File: config.mk
export PLATFORM = sky130hd
export DESIGN_NAME = fetch_unit_v2
export DESIGN_NICKNAME = d
export VERILOG_FILES = /design/src/rtl/fetch_unit_v2.sv
export SDC_FILE = /design/constraint.sdc
export NUM_CORES = 1
export LEC_CHECK = 0
export ABC_AREA = 1
export BUFFER_PORTS_ARGS = -buffer_cell sky130_fd_sc_hd__buf_2
export CORE_ASPECT_RATIO = 2
export CORE_UTILIZATION = 50
export CTS_BUF_LIST = sky130_fd_sc_hd__clkbuf_2
export DETAILED_ROUTE_END_ITERATION = 12
export PLACE_DENSITY = 0.86
export SLEW_MARGIN = 5
export SYNTH_ARGS = -nofsm -noshare
export SYNTH_HDL_FRONTEND = slang
export SYNTH_SLANG_ARGS = --single-unit
File: constraint.sdc
create_clock -name clk -period 2.5 [get_ports clk]
set_input_delay 0.5 -clock clk [delete_from_list [all_inputs] [get_ports clk]]
set_output_delay 0.5 -clock clk [all_outputs]
set_load 0.05 [all_outputs]
File: src/rtl/fetch_unit_v2.sv
// IF stage + IF/ID register: owns PC, reads imem combinationally, decodes fields, assembles two-word instructions.
// Latency: 1-word instruction on IF/ID 1 cycle after fetch; 2-word instruction 2 cycles after its first word.
// Backpressure: stall freezes PC, FSM, holding regs and IF/ID; redirect (int > jump) overrides stall and squashes.
module fetch_unit_v2 #(
    parameter int          ADDR_W   = 32,
    parameter int          INSTR_W  = 16,
    parameter int unsigned RESET_PC = 0,
    parameter int unsigned PC_STEP  = 1
) (
    input  logic               clk,
    input  logic               rst,
    input  logic               stall,
    input  logic               jump_en,
    input  logic [ADDR_W-1:0]  jump_addr,
    input  logic               int_en,
    input  logic [ADDR_W-1:0]  int_addr,
    output logic [ADDR_W-1:0]  imem_addr,
    input  logic [INSTR_W-1:0] imem_rdata,
    output logic               if_id_valid,
    output logic [ADDR_W-1:0]  if_id_pc,
    output logic [ADDR_W-1:0]  if_id_next_pc,
    output logic               if_id_imm_flag,
    output logic [4:0]         if_id_opcode,
    output logic [2:0]         if_id_rs,
    output logic [2:0]         if_id_rd,
    output logic [4:0]         if_id_shmnt,
    output logic [INSTR_W-1:0] if_id_imm
);

    typedef enum logic {S_FETCH, S_IMM} state_t;

    state_t             state, state_nxt;
    logic [ADDR_W-1:0]  pc, pc_inc, pc_nxt, redirect_addr;
    logic [ADDR_W-1:0]  hold_pc;
    logic [INSTR_W-1:0] hold_word;
    logic               redirect;
    logic               hold_ld, issue, bubble;
    logic [INSTR_W-1:0] src_word, src_imm;
    logic [ADDR_W-1:0]  src_pc;

    assign imem_addr     = pc;
    assign pc_inc        = pc + ADDR_W'(PC_STEP);
    assign redirect      = int_en | jump_en;
    assign redirect_addr = int_en ? int_addr : jump_addr;

    // In S_IMM the first word comes from the holding register, the current read is the immediate
    assign src_word = (state == S_IMM) ? hold_word  : imem_rdata;
    assign src_pc   = (state == S_IMM) ? hold_pc    : pc;
    assign src_imm  = (state == S_IMM) ? imem_rdata : '0;

    always_ff @(posedge clk) begin
        if (rst) state <= S_FETCH;
        else     state <= state_nxt;
    end

    always_comb begin
        state_nxt = state;
        if (redirect) begin
            state_nxt = S_FETCH;
        end else if (!stall) begin
            case (state)
                S_FETCH: if (imem_rdata[15]) state_nxt = S_IMM;
                S_IMM:   state_nxt = S_FETCH;
                default: state_nxt = S_FETCH;
            endcase
        end
    end

    always_comb begin
        pc_nxt  = pc;
        hold_ld = 1'b0;
        issue   = 1'b0;
        bubble  = 1'b0;
        if (redirect) begin
            pc_nxt = redirect_addr;
            bubble = 1'b1;
        end else if (!stall) begin
            pc_nxt = pc_inc;
            case (state)
                S_FETCH: begin
                    if (imem_rdata[15]) begin
                        hold_ld = 1'b1;
                        bubble  = 1'b1;
                    end else begin
                        issue = 1'b1;
                    end
                end
                S_IMM:   issue = 1'b1;
                default: bubble = 1'b1;
            endcase
        end
    end

    always_ff @(posedge clk) begin
        if (rst) begin
            pc             <= ADDR_W'(RESET_PC);
            hold_pc        <= '0;
            hold_word      <= '0;
            if_id_valid    <= 1'b0;
            if_id_pc       <= '0;
            if_id_next_pc  <= '0;
            if_id_imm_flag <= 1'b0;
            if_id_opcode   <= '0;
            if_id_rs       <= '0;
            if_id_rd       <= '0;
            if_id_shmnt    <= '0;
            if_id_imm      <= '0;
        end else begin
            pc <= pc_nxt;
            if (hold_ld) begin
                hold_word <= imem_rdata;
                hold_pc   <= pc;
            end
            if (issue) begin
                if_id_valid    <= 1'b1;
                if_id_pc       <= src_pc;
                if_id_next_pc  <= pc_inc;
                if_id_imm_flag <= (state == S_IMM);
                if_id_opcode   <= src_word[15:11];
                if_id_rs       <= src_word[10:8];
                if_id_rd       <= src_word[7:5];
                if_id_shmnt    <= src_word[4:0];
                if_id_imm      <= src_imm;
            end else if (bubble) begin
                if_id_valid <= 1'b0;
            end
        end
    end

endmodule

## Yosys cells after proc, flatten, opt, wreduce, memory -nomap -nowiden

Cells that the tools add are included.

| storage, ports and cells | value |
|---|---|
| bits in registers | 179 |
| bits of input ports | 85 |
| output and inout bits | 130 |

| cells by class | value |
|---|---|
| add/sub/neg operators | 1 |
| equality and inequality tests | 1 |
| multiplexer cells | 18 |
| bitwise logic cells | 2 |
| reductions and logical operators | 2 |

Operators with widths:

| operator | number |
|---|---|
| 32-bit two-way mux | 4 |
| 32-bit by 1-bit adder with 32-bit output, second input constant | 1 |
| 16-bit two-way mux | 2 |
| 1-bit two-way mux | 10 |
| 1-bit case mux with 2 select lines | 2 |
| 2-bit by 1-bit != test with 1-bit output, second input constant | 1 |
| 2-bit nonzero test | 1 |
| 2-bit OR reduction | 1 |
| 1-bit NOT | 1 |
| 1-bit OR | 1 |

## Depth between registers and ports, before layout

Gate-level depths: netlist of the first run.

| logic depth | value |
|---|---|
| depth after elaboration | 6 |
| gate-level depth with buffers | 10 |
| gate-level depth less buffers | 10 |

## Worst setup path after synthesis of the first run

No wires, ideal clock.

| path | value |
|---|---|
| kind | register to register |
| start point | reg pc[1] (netlist: imem_addr[1]) |
| end point | reg pc[30] (netlist: imem_addr[30]) |
| data arrival time | 1,762 ps |
| data required time | 2,368 ps |
| slack | 606 ps |
| cell stages (with the launch flop) | 11 |
| path buffers | 0 |
| clock period less this slack | 1,894 ps |
| cells stage by stage | dfxtp_1 -> ha_1 -> nand2_2 -> nor2_4 -> nand2_2 -> nor2_4 -> nand2_1 -> nand2_1 -> nand3_1 -> nand2_1 -> a21oi_1 |

| on the way | value |
|---|---|
| word-level cells in the longest chain between the ends | 3 |

RTL lines:

| item | RTL line | RTL |
|---|---|---|
| start, declared | 33 | `logic [ADDR_W-1:0] pc, pc_inc, pc_nxt, redirect_addr;` |
| start signal, assigned | 96 | `pc <= ADDR_W'(RESET_PC);` |
| start signal, assigned | 109 | `pc <= pc_nxt;` |
| 32-bit by 1-bit adder with 32-bit output | 42 | `assign pc_inc = pc + ADDR_W'(PC_STEP);` |
| 32-bit two-way mux | 77 | `end else if (!stall) begin` |
| 32-bit two-way mux | 74 | `if (redirect) begin` |

No other way between the ends. The select of a mux whose other input is x is not followed.
A chain may end at the register's enable or synchronous reset.

## Final worst setup path of the first run

| path | value |
|---|---|
| start point | reg pc[7] (netlist: imem_addr[7]) |
| end point | out imem_addr[7] |

RTL lines:

| item | RTL line | RTL |
|---|---|---|
| end, declared | 17 | `output logic [ADDR_W-1:0] imem_addr,` |

No word-level cell between the ends.

==> results of run 1 <==
## per-stage QoR
step	cell area, um^2	hold slack (ns)	total power, W	util [%]	worst slack (ns)
2_1_floorplan	8202	0.4402	0.003830	-	0.6057
3_3_place_gp	9321	0.4468	0.004120	58.48	0.5227
6_report	9742	0.04704	0.005566	61.11	0.3394
4_1_cts	9739	0.001592	0.005579	61.10	0.3140
3_5_place_dp	9321	0.4537	0.004139	58.48	0.4201
5_1_grt	9742	0.008184	0.005784	61.11	0.2535
## repair_timing
item                                   in CTS  in global routing
hold buffers                               20                  0
resized for setup                           0                  0
endpoints found under the hold margin      34                  0
## cells by family (layout without fill, tap and decap cells)
kind of cell / after synthesis / count (layout) / synth area share, %
xor gates and xnor gates: 7 / 7 / 0.7475
buffers and inverters: 172 / 379 / 8.985
other: 0 / 1 / 0
DFF: 179 / 179 / 43.69
and+or+nand+nor: 447 / 447 / 23.46
adders and majority gates: 1 / 1 / 0.1525
AOI/OAI and AO/OA: 326 / 326 / 22.96
## sequential cells by signal (all words and copies together), names as in the netlist
register and flops:
hold_pc 32, if_id_next_pc 32, if_id_pc 32, imem_addr 32
hold_word 16, if_id_imm 16, if_id_opcode 5, if_id_shmnt 5
if_id_rd 3, if_id_rs 3, if_id_imm_flag 1, if_id_valid 1
state 1
## cell type report
type	count	area [um^2]
Timing Repair Buffer	252	1444
Antenna cell	1	2.502
Clock buffer	18	90.09
Fill cell	1543	6198
Multi-Input combinational cell	781	3881
Clock inverter	14	127.6
Sequential cell	179	3587
Tap cell	201	251.5
Inverter	95	357.8
## how the worst max path moves through the flow
stage                                       to  slack, ns
floorplan           imem_addr[30]$_SDFFE_PP0P_       0.61
global placement    imem_addr[25]$_SDFFE_PP0P_       0.52
detailed placement  imem_addr[18]$_SDFFE_PP0P_       0.42
CTS                               imem_addr[2]       0.31
global route                      imem_addr[2]       0.25
finish                            imem_addr[7]       0.34
## cells in the mapped netlist (4+ instances only)
master	number	area (um^2)
nand2_1	214	803.3
dfxtp_1	179	3583
o21ai_0	159	795.8
nor2_1	134	503.0
a21oi_1	98	490.5
inv_1	87	326.6
nand3_1	71	355.3
buf_2	37	185.2
clkbuf_1	29	108.9
o221a_2	26	292.8
o211ai_1	22	165.2
inv_2	8	30.03
nor2_4	8	90.09
o21ai_1	7	35.03
xor2_1	7	61.31
buf_4	6	45.04
nand2_2	6	37.54
nor2_2	5	31.28
o21bai_1	4	30.03
## where the power goes
part,internal [W],switching (W),total (W)
sequential,0.00298,0.000117,0.00310
combinational,0.000304,0.000725,0.00103
clock,0.000375,0.00107,0.00144
## layer usage
metal  vias to the layer above  routed length [um]  GRT usage, %
met5                         -                   0             0
met4                         0                1280         18.50
met3                        87                1602         5.929
met2                       376               13180         54.64
met1                      3990                9436         31.42
li1                       4146                   -             -
==> results.txt, run 1 <==
CTS H-tree depth -> 4
Status -> completed
Final Setup Violations -> 0
CTS tree -> built
Tightest Pin Transition -> 0.6149 ns
Post-route DRC -> 0
Ys Warns -> 0
GRT Total Usage -> 30.21%
Grt ovf -> 0
Post-Place Cells -> 1488
Global-route wire length before repair -> 40.05 mm
Initial antenna violation count -> 1
Max-Cap Viols -> 0
Chip height -> 183.1 um
Slew margin rel. -> 59.00%
DRT antenna net count -> 0
Post-DP HPWL -> 17.17 mm
Core region area -> 0.01594 mm^2
Root buffer cell -> clkbuf_2
Clock sink total -> 179
Worst Setup Start Kind -> register
EDFF count, synth -> 0
Worst skew pair latency -> 0.79 ns
Post-route non-filler standard cell count -> 1541
First drt pass iteration count -> 7
Vias in the first global route -> 8355
Final Max Slew Viols -> 0
Reg2reg path depth -> 6
Drt wl/cell -> 16.54 um
CP max-delay cell -> dfxtp_1
Ys async rst share -> 0%
Die footprint -> 0.01695 mm^2
Arr. time, crit path -> 1.66 ns
Initial core utilization -> 51.45%
Clk slew on worst S/H paths -> 0.27 ns
Setup TNS -> 0 ns
Post-Synthesis Cells -> 1132
Placer Congestion -> 0.9476
Crit. Startpoint -> imem_addr[7]$_SDFFE_PP0P_
Post-CTS Setup Bufs -> 0
Internal reg-to-reg setup slack -> 0.56 ns
Fmax -> 462.8 MHz
Clk_skew -> 0.03976 ns
VDD IR max -> 0.0004579 V
Post-synthesis sequential area ratio -> 43.69%
RSZ-0062 raised after global routing -> no
Most frequent cells in the layout -> 214 x nand2_1, 214 x buf_2, 178 x dfxtp_1, 159 x o21ai_0, 134 x nor2_1
Cell Rows -> 65
Ys flop type -> dfxtp_1
Element type at the critical path end -> primary output
Crit-path cells -> buf_2
Die width -> 92.56 um
DRT Wirelength -> 25.50 mm
Endpoint of the worst hold path -> imem_addr[1]$_SDFFE_PP0P_
Synth Cell Area -> 0.008202 mm^2
Worst Hold Launch -> jump_addr[1]
Cell leakage power -> 4.557 nW
Fraction of layout cells with a size suffix above 1 -> 24.12%
R2R Path End -> if_id_next_pc[25]$_SDFFE_PP0P_
Avg Inst Size Synth -> 7.245 um^2
Critical path depth in cells -> 1
Final Hold Viols -> 0
Worst-path maximum fanout -> 6
Critical path buffers and inverters -> 1
Critical path's largest stage delay -> 0.55 ns
I/O pins -> 215
Initial detailed-routing violation count -> 508
I/O Buffers -> 214
Final net count -> 1412
Via density -> 5.580
Num CTS Buffers -> 17
Largest net degree at the start of global routing -> 95
Worst Path Required -> 2.00 ns
Yosys cell types -> 32
Layout area overhead -> 18.78%
Via Count -> 8599
Synth Net Count -> 1218
CP Class -> register to primary output
Final Cycle Share -> 86.43%
Hold Crit Depth -> 5
Flops & latches, synth -> 179
Worst R2R Start -> state$_SDFFE_PP0N_
Final min period -> 2.161 ns
Crit-path leading delay family -> flip-flops
PD cells -> 571.4 mW/mm^2
Max Root-Sink Buffers -> 2
Worst min-delay path category -> input port to register
(Power assumes the default switching activity.)
==> run 2, diff against run 1 <==
--- a/config.mk
+++ b/config.mk
@@ -8,10 +8,11 @@
 export ABC_AREA = 1
 export BUFFER_PORTS_ARGS = -buffer_cell sky130_fd_sc_hd__buf_2
 export CORE_ASPECT_RATIO = 2
-export CORE_UTILIZATION = 50
+export CORE_UTILIZATION = 40
 export CTS_BUF_LIST = sky130_fd_sc_hd__clkbuf_2
+export CTS_CLUSTER_DIAMETER = 200
 export DETAILED_ROUTE_END_ITERATION = 12
-export PLACE_DENSITY = 0.86
+export PLACE_DENSITY = 0.73
 export SLEW_MARGIN = 5
 export SYNTH_ARGS = -nofsm -noshare
 export SYNTH_HDL_FRONTEND = slang
==> constraint.sdc (replaced) <==
create_clock -name clk -period 2.5 [get_ports clk]
set_input_delay 0.5 -clock clk [delete_from_list [all_inputs] [get_ports clk]]
set_output_delay 0.5 -clock clk [all_outputs]
set_load 0.02 [all_outputs]
==> run 2 against run 1 <==
Register-to-register slack gained 0.09 ns. Power shrank 5.4%. Fmax grew 4.4%. Worst hold slack gained 0.022 ns. Routed wire length grew 2.9%. Cell area grew 0.81%. Clock power shrank 7%. Combinational power shrank 19%. Core utilization shrank 12 points. Via count shrank 1.9%. Die area grew 25%.
==> results.txt, run 2 (synthesis gave the netlist of run 1 again) <==
Hold Buf Count CTS -> 22
Element type at the critical path end -> primary output
Final Setup Violations -> 0
Num CTS Buffers -> 17
I/O Buffers -> 214
Final Hold Viols -> 0
Clk slew on worst S/H paths -> 0.25 ns
Hold Crit Depth -> 5
Die width -> 103.3 um
Die footprint -> 0.02112 mm^2
Cell Rows -> 73
Final min period -> 2.070 ns
Worst Setup Start Kind -> register
Net Sw Power -> 0.001640 W
CTS tree -> built
Grt ovf -> 0
Post-route DRC -> 0
Placer Congestion -> 0.9105
Largest net degree at the start of global routing -> 113
R2R Path End -> if_id_next_pc[24]$_SDFFE_PP0P_
FF/Latch Area -> 0.003587 mm^2
Post-DP HPWL -> 17.96 mm
Worst min-delay path category -> input port to register
First drt pass iteration count -> 5
Critical path's largest stage delay -> 0.59 ns
Setup WS post-layout -> 0.4305 ns
Crit-path leading delay family -> flip-flops
VDD IR max -> 0.0003508 V
RSZ-0062 raised after global routing -> no
Final Max Slew Viols -> 0
Sequential share of power -> 58.7%
Vias in the first global route -> 7913
PD cells -> 536.3 mW/mm^2
Part of the power in combinational logic -> 15.9%
Critical path buffers and inverters -> 1
Final Cycle Share -> 82.78%
Arr. time, crit path -> 1.57 ns
Critical path depth in cells -> 1
Root buffer cell -> clkbuf_2
Via density -> 5.267
Int Power -> 0.003627 W
Worst slack at placement -> 0.4067 ns
GRT Total Usage -> 25.33%
CTS H-tree depth -> 4
Worst Hold Launch -> int_addr[1]
Max Root-Sink Buffers -> 2
Clock sink total -> 179
Tightest Pin Transition -> 0.6084 ns
Cell leakage power -> 4.547 nW
Max-Cap Viols -> 0
Worst skew pair latency -> 0.76 ns
Fmax -> 483.2 MHz
Crit-path cells -> buf_2
Clk pwr share -> 25.4%
Worst Path Required -> 2.00 ns
Initial detailed-routing violation count -> 491
Core region area -> 0.02000 mm^2
Setup TNS -> 0 ns
Endpoint of the worst hold path -> imem_addr[1]$_SDFFE_PP0P_
Area taken by multi-input logic gates -> 0.003881 mm^2
Post-CTS Setup Bufs -> 0
Reg2reg path depth -> 10
Number of fill cells -> 2033
Slew margin rel. -> 59.44%
Internal reg-to-reg setup slack -> 0.65 ns
Global-route wire length before repair -> 40.72 mm
Chip height -> 204.5 um
Final net count -> 1414
Layout area overhead -> 19.74%
Worst-path maximum fanout -> 6
Final Power -> 0.005267 W
Switching Fraction -> 31.14%
CTS resizes -> 0
DRT Wirelength -> 26.23 mm
Fraction of layout cells with a size suffix above 1 -> 23.92%
Status -> completed
Crit. Startpoint -> imem_addr[7]$_SDFFE_PP0P_
CP Class -> register to primary output
Worst R2R Start -> imem_addr[1]$_SDFFE_PP0P_
Final core utilization -> 49.10%
Clk_skew -> 0.03848 ns
Initial core utilization -> 41.00%
Drt wl/cell -> 16.37 um
CP max-delay cell -> dfxtp_1
Via Count -> 8437
Most frequent cells in the layout -> 214 x nand2_1, 214 x buf_2, 178 x dfxtp_1, 159 x o21ai_0, 134 x nor2_1
DRT antenna net count -> 0
I/O pins -> 215
Initial antenna violation count -> 3
## run 2: cell type report
class | count | area share, %
Antenna cell | 2 | 0.05096
Clock buffer | 19 | 0.9683
Clock inverter | 10 | 0.9173
Inverter | 95 | 3.644
Multi-Input combinational cell | 781 | 39.52
Sequential cell | 179 | 36.53
Tap cell | 262 | 3.338
Timing Repair Buffer | 254 | 15.03
## run 2: layer usage
metal | up-vias | GRT usage [%] | wire length, um
met5 | - | 0 | 8
met4 | 2 | 13.03 | 1317
met3 | 74 | 5.493 | 1794
met2 | 354 | 43.67 | 13130
met1 | 3862 | 28.63 | 9978
li1 | 4145 | - | -
## run 2: worst max-delay path by stage
| stage | slack [ns] | end |
|---|---|---|
| finish | 0.43 | imem_addr[7] |
| floorplan | 0.87 | imem_addr[30]$_SDFFE_PP0P_ |
| global placement | 0.41 | imem_addr[31]$_SDFFE_PP0P_ |
| CTS | 0.38 | imem_addr[7] |
| global route | 0.36 | imem_addr[7] |
| detailed placement | 0.41 | imem_addr[31]$_SDFFE_PP0P_ |
## run 2: per-stage QoR
step	std cells	instance area, um^2	hold slack [ns]
3_5_place_dp	1549	9410	0.4520
4_1_cts	1600	9816	0.01286
3_3_place_gp	1549	9410	0.4480
5_1_grt	1602	9821	0.04128
6_report	1602	9821	0.06899
2_1_floorplan	1132	8202	0.4402
## run 2: power groups by stage
stage / Clock (W) / Sequential [W] / Combinational (W)
2_1_floorplan: 0 / 0.00323 / 0.000401
3_3_place_gp: 0 / 0.00314 / 0.000797
3_5_place_dp: 0 / 0.00314 / 0.000807
4_1_cts: 0.00138 / 0.00309 / 0.000837
5_1_grt: 0.00148 / 0.00311 / 0.000918
6_report: 0.00134 / 0.00309 / 0.000836
